<file path="src/rtl/pipelined_barrel_shifter.sv">
// Pipelined barrel shifter: one register stage per shift-amount bit, each with a
// valid/ready handshake so any stage can absorb backpressure independently.
module pipelined_barrel_shifter #(
    parameter int WIDTH = 16,
    parameter int AMT_W = $clog2(WIDTH)
) (
    input  logic             clk,
    input  logic             rst_n,
    input  logic             in_valid,
    output logic             in_ready,
    input  logic [WIDTH-1:0] in_data,
    input  logic [AMT_W-1:0] in_amt,
    input  logic [1:0]       in_mode,
    output logic             out_valid,
    input  logic             out_ready,
    output logic [WIDTH-1:0] out_data,
    output logic             out_zero
);

    typedef enum logic [1:0] {
        MODE_ROR = 2'b00,
        MODE_ROL = 2'b01,
        MODE_LSR = 2'b10,
        MODE_ASR = 2'b11
    } mode_e;

    logic [AMT_W-1:0] valid_q;
    logic [WIDTH-1:0] data_q [AMT_W];
    logic [AMT_W-1:0] amt_q  [AMT_W];
    mode_e            mode_q [AMT_W];
    logic             zero_q;

    logic [AMT_W:0]   stage_ready;
    logic [AMT_W-1:0] valid_d;
    logic [WIDTH-1:0] src_data [AMT_W];
    logic [WIDTH-1:0] data_d   [AMT_W];
    logic [AMT_W-1:0] amt_d    [AMT_W];
    mode_e            mode_d   [AMT_W];

    // A stage can load when it is empty or its successor is moving this cycle.
    always_comb begin
        stage_ready        = '0;
        stage_ready[AMT_W] = out_ready;
        for (int unsigned i = 0; i < AMT_W; i++) begin
            stage_ready[AMT_W-1-i] = !valid_q[AMT_W-1-i] || stage_ready[AMT_W-i];
        end
    end

    always_comb begin
        for (int unsigned k = 0; k < AMT_W; k++) begin
            if (k == 0) begin
                valid_d[k]  = in_valid;
                src_data[k] = in_data;
                amt_d[k]    = in_amt;
                mode_d[k]   = mode_e'(in_mode);
            end else begin
                valid_d[k]  = valid_q[k-1];
                src_data[k] = data_q[k-1];
                amt_d[k]    = amt_q[k-1];
                mode_d[k]   = mode_q[k-1];
            end

            data_d[k] = src_data[k];
            if (amt_d[k][k]) begin
                // ASR fills from the current MSB, so the sign survives every stage.
                case (mode_d[k])
                    MODE_ROR: data_d[k] = (src_data[k] >> (1 << k)) | (src_data[k] << (WIDTH - (1 << k)));
                    MODE_ROL: data_d[k] = (src_data[k] << (1 << k)) | (src_data[k] >> (WIDTH - (1 << k)));
                    MODE_LSR: data_d[k] = src_data[k] >> (1 << k);
                    MODE_ASR: data_d[k] = WIDTH'($signed(src_data[k]) >>> (1 << k));
                    default:  data_d[k] = src_data[k];
                endcase
            end
        end
    end

    always_ff @(posedge clk or negedge rst_n) begin
        if (!rst_n) begin
            valid_q <= '0;
            zero_q  <= 1'b0;
            for (int unsigned k = 0; k < AMT_W; k++) begin
                data_q[k] <= '0;
                amt_q[k]  <= '0;
                mode_q[k] <= MODE_ROR;
            end
        end else begin
            for (int unsigned k = 0; k < AMT_W; k++) begin
                if (stage_ready[k]) begin
                    valid_q[k] <= valid_d[k];
                    if (valid_d[k]) begin
                        data_q[k] <= data_d[k];
                        amt_q[k]  <= amt_d[k];
                        mode_q[k] <= mode_d[k];
                    end
                end
            end
            if (stage_ready[AMT_W-1] && valid_d[AMT_W-1]) begin
                zero_q <= (data_d[AMT_W-1] == '0);
            end
        end
    end

    assign in_ready  = stage_ready[0];
    assign out_valid = valid_q[AMT_W-1];
    assign out_data  = data_q[AMT_W-1];
    assign out_zero  = zero_q;

endmodule

</file>
<file path="config.mk">
export PLATFORM = sky130hd
export DESIGN_NAME = pipelined_barrel_shifter
export DESIGN_NICKNAME = d
export VERILOG_FILES = /design/src/rtl/pipelined_barrel_shifter.sv
export SDC_FILE = /design/constraint.sdc
export NUM_CORES = 1
export LEC_CHECK = 0
export CAP_MARGIN = 25
export CORE_MARGIN = 2
export CORE_UTILIZATION = 57
export CTS_CLUSTER_DIAMETER = 50
export CTS_CLUSTER_SIZE = 30
export DETAILED_ROUTE_END_ITERATION = 10
export GPL_ROUTABILITY_DRIVEN = 0
export PLACE_DENSITY = 0.84
export REMOVE_ABC_BUFFERS = 1
export SLEW_MARGIN = 0
export SYNTH_ARGS = -nofsm -noshare
export SYNTH_HDL_FRONTEND = slang
export SYNTH_SLANG_ARGS = --single-unit
</file>
<file path="constraint.sdc">
create_clock -name clk -period 1.5 [get_ports clk]
set_input_delay 0.3 -clock clk [delete_from_list [all_inputs] [get_ports clk]]
set_output_delay 0.3 -clock clk [all_outputs]
set_load 0.02 [all_outputs]
</file>
---- Word-level counts from Yosys, hierarchy flattened ----
Index checks and enable logic that the tools add are counted.
cells by class
  eq/ne operators ......................... 12
  bitwise operators ....................... 7
  multiply operators ...................... 0
  shift-type cells ........................ 0
  divide/modulo/power cells ............... 0
  mux-type cells .......................... 8
  $lt $le $gt $ge ......................... 0
  add/sub/neg operators ................... 0
  reduce and logical (&&, ||, !) cells .... 19
operators by type and width
  cell                  count
  $pmux W16 S4          3
  $mux W16              4
  $pmux W16 S3          1
  $eq A2 B2 Y1 const B  8
  $logic_not A16 Y1     1
  $or A12 B16 Y16       1
  $or A14 B16 Y16       1
  $or A15 B16 Y16       1
  $or A16 B1 Y16        1
  $or A16 B2 Y16        1
  $or A16 B4 Y16        1
  $or A16 B8 Y16        1
  $eq A2 B1 Y1 const B  4
  $logic_not A2 Y1      4
  $reduce_and A2 Y1     4
  $logic_not A1 Y1      4
  $logic_or A1 B1 Y1    4
  $reduce_or A2 Y1      1
  $logic_and A1 B1 Y1   1
word-level totals
  ROM bits ................................ 0
  word-level logic and storage cells ...... 61
  memory bits (writable) .................. 0
  latch bits .............................. 0
  register bits after elaboration ......... 87
  input port bits ......................... 26
  memories kept ........................... 0

---- Longest topological paths before layout ----
  word-level depth ........................ 6
  mapped depth ............................ 7
  gate-level depth less buffers ........... 5

---- Worst setup path after synthesis ----
Ideal clock, no wire load.
  path kind ............................... flip-flop to flip-flop
  from .................................... register valid_q[3]
  to ...................................... register amt_q, in the netlist amt_d[10]
  cell stages (with the launch flop) ...... 5
  buffers on the path ..................... 0
  path slack .............................. -0.189 ns
  data required time ...................... 1.375 ns
  data arrival time ....................... 1.565 ns
  library setup time ...................... 0.125 ns
  cell sequence ........................... dfrtp_1 nor2b_2 nand4_1 nand2_2 mux2_2
on the way
  word-level cells in the longest chain between the ends .. 6
ends and longest elaborated chain
  item                              line  source
  start: declaration                27    logic [AMT_W-1:0] valid_q;
  start signal: indexed assignment  89    valid_q[k] <= valid_d[k];
  $logic_not A1 Y1                  45    stage_ready[AMT_W-1-i] = !valid_q[AMT_W-1-i] || stage_ready[AMT_W-i];
  $logic_or A1 B1 Y1 (4 in series)  45
  named net in_ready                10    output logic in_ready,
  $reduce_and A2 Y1 (no line)       --
  end signal: indexed assignment    92    amt_q[k] <= amt_d[k];
  end: declaration                  29    logic [AMT_W-1:0] amt_q [AMT_W];
The timed path passes the listed nets, and every way through them passes these cells.
A chain may end at the register's enable or synchronous reset.

---- Final worst setup path ----
  from .................................... register amt_q, in the netlist amt_d[3]
  to ...................................... register zero_q, in the netlist out_zero
on the way
  word-level cells in the longest chain between the ends .. 2
ends and longest elaborated chain
  item                    line  source
  $mux W16                64    if (amt_d[k][k]) begin
  $logic_not A16 Y1       98    zero_q <= (data_d[AMT_W-1] == '0);
  end signal: assignment  98
  end: declaration        31    logic zero_q;
Every way passes these cells.

==> flow_summary.ini <==
[status]
status = complete, no violations

[placed_design]
placed_area_sq_mm = 0.00500
hpwl_mm = 6.54
dp_cells = 612
port_buffers = 44
place_ws_ps = -401

[route]
drt_iter0_drc = 216
wl_mm = 8.67
routed_via_density = 5.47
antenna_left = 0
wl_per_cell_um = 13.7
drc = 0
dr.pass1.iters = 5
vias = 3464

[logic_synthesis]
async_flop_share = 1.00
synth_top_cell_by_area = dfrtp_1
ys_seq_area_frac = 0.454
yosysMostFrequentCell = nand2_1
syn-cell-area_sq_mm = 0.00447
yosys_register_bits = 81
syn_area_per_cell_sq_um = 9.19
synth.distinct_cells = 38
ys_warn_count = 0
synth_edf_count = 0
synthFlopType = dfrtp_1
yosysTopAreaCellShare = 0.454
synth_common_cells = 89 x nand2_1, 81 x dfrtp_1, 61 x o21ai_0
netlist_top_cells_area = dfrtp_1 45%, mux2i_1 11%, nand2_1 7.5%
syn_inst = 486

[global_route]
grt-ovfl-total = 0
use_met2 = 0.391
use_met3 = 0.0472
grt_usage = 0.216
antenna_found_initial = 0
grt_pass1_vias = 3240
gr-max-usage-layer = met2
grt_pass1_wl_mm = 14.6
grt_max_degree = 36
met1_usage = 0.249

[sta]
post-route-min-period_ps = 1480
worst_hold_slack_ps = 321
timing.final.crit_share = 0.987
fmax_ghz = 0.676
tightestPinTransition_ps = 360
finalSetupTns_ps = 0
hold_viol = 0
skew_ps = 9.49
slew_viol_final = 0
rsz0062_at_grt = true
final-setup-viol-count = 0
max_slew_margin = 0.760
fin_ws_ps = 20.2

[hold_path]
min-delay-start = out_ready
worstHoldPathType = in -> reg
hold_depth = 4
hold_end = valid_q[2]$_DFFE_PN0P_

[worst_setup_path]
critical-path-max-stage-delay_ps = 460
arrival_ps = 1760
cp.depth = 6
r2r_slack_ps = 20
path_cells = buf_4, nor2_1, a31oi_1, nor4_2, nand4_1, o21ai_1
critPathSlowestCell = dfrtp_2
critPathKind = reg -> reg
reg2reg_from = amt_d[3]$_DFFE_PN0P_
crit_family = simple AND/OR/NAND/NOR gates
cp-end-kind = flop
crit_buf_inv = 1
reg2regPathDepth = 6
critPathLaunchType = flop
cp_max_fo = 6
r2r-end = out_zero$_DFFE_PN0P_
crit_required_ps = 1780

[clock_network]
cts_buffer_depth = 2
path_clk_slew_ps = 70
cts_tree = built
h-tree-depth = 3
cts.sinks = 81
cts_root_buf = clkbuf_8
clock_latency_ps = 350
cts_made_buffers = 9

[final_layout]
design_area_sq_mm = 0.00527
drive_gt1_frac = 0.145
antenna_cells = 0
final_core_util = 0.689
syn_to_final_growth_pct = 18.0
fin_cells = 633
fillCellCount = 599
nNetsFinal = 553

[power_and_ir_drop]
power.total_mw = 8.38
ir_worst_vdd_uv = 606
powerDensity_mw_per_mm2 = 1590
p_leak_nw = 2.32

[floorplan]
die_y_um = 92.5
rows = 32
die-area_sq_mm = 0.00856
core-area_sq_mm = 0.00765
die_w_um = 92.5
start_util = 0.584
ioPinCount = 45

[run]
drv_cap = 0
## state kept, by name (all words and copies together) (netlist names)
name	cells
data_q	48
out_data	16
amt_d	6
valid_q	4
out_zero	1
mode_d	6
## worst min-delay path, cell delays in order
cell and delay, ps:
dlymetal6s2s_1 140, nor2b_4 60, nand2_1 80, nand2b_1 50
## where the power goes
part | switching, mW | internal, mW | total, mW
combinational | 1.62 | 1.49 | 3.11
sequential | 0.699 | 2.88 | 3.58
clock | 0.720 | 0.973 | 1.69
## what timing repair did
item | in CTS | in global routing
setup buffers | 0 | 5
pin swaps | 0 | 2
resized for setup | 24 | 8
endpoints found under the setup margin | 21 | 24
endpoints found under the hold margin | 24 | 0
hold buffers | 1 | 0
## kinds of logic after synthesis
| group | count (synthesis) | synth area share |
|---|---|---|
| muxes | 64 | 0.148 |
| buffers and inverters | 53 | 0.0852 |
| DFF | 81 | 0.454 |
| and+or+nand+nor | 163 | 0.161 |
| AOI/OAI and AO/OA | 125 | 0.152 |
## cells in the final DEF, fill, tap and decap left out, drive strengths merged, types with 2 or more instances in the layout
| cell type | Yosys | layout |
|---|---|---|
| nand2 | 91 | 91 |
| dfrtp | 81 | 81 |
| o21ai | 78 | 78 |
| mux2i | 47 | 47 |
| nor2 | 39 | 39 |
| buf | 38 | 34 |
| a21oi | 29 | 29 |
| clkdlybuf4s50 | 0 | 23 |
| dlygate4sd2 | 0 | 18 |
| mux2 | 17 | 17 |
| nand2b | 12 | 12 |
| clkbuf | 9 | 12 |
| inv | 6 | 6 |
| nand3 | 6 | 6 |
| a221oi | 5 | 5 |
| nor2b | 5 | 5 |
| a31oi | 4 | 4 |
| o31ai | 4 | 4 |
| nor4 | 4 | 4 |
| nand4 | 2 | 2 |
| nor4b | 2 | 2 |
| bufinv | 0 | 2 |
## per-layer routing
layer	vias up	routed length, um
met1	1624	3630
met4	0	184
met5	-	0
met2	72	4560
met3	18	292
li1	1750	-
## area by class of cell
cell class / count / area (sq um) / area share
multi-input combinational: 352 / 2090 / 0.396
sequential: 81 / 2030 / 0.385
timing repair buffer: 77 / 791 / 0.150
clock buffer: 12 / 145 / 0.0275
tap: 102 / 128 / 0.0242
clock inverter: 3 / 65.1 / 0.0123
inverter: 6 / 22.5 / 0.00427
## worst max path at each step
stage          slack (ps)              startpoint                    end
3_5_place_dp         -400               out_ready               in_ready
4_1_cts               -20               out_ready               in_ready
2_1_floorplan        -430  valid_q[3]$_DFFE_PN0P_  amt_d[10]$_DFFE_PN0P_
3_3_place_gp         -390               out_ready               in_ready
5_1_grt               -40  valid_q[3]$_DFFE_PN0P_               in_ready
6_report               20    amt_d[3]$_DFFE_PN0P_   out_zero$_DFFE_PN0P_
Note: power is estimated with default switching activity, not from simulation.
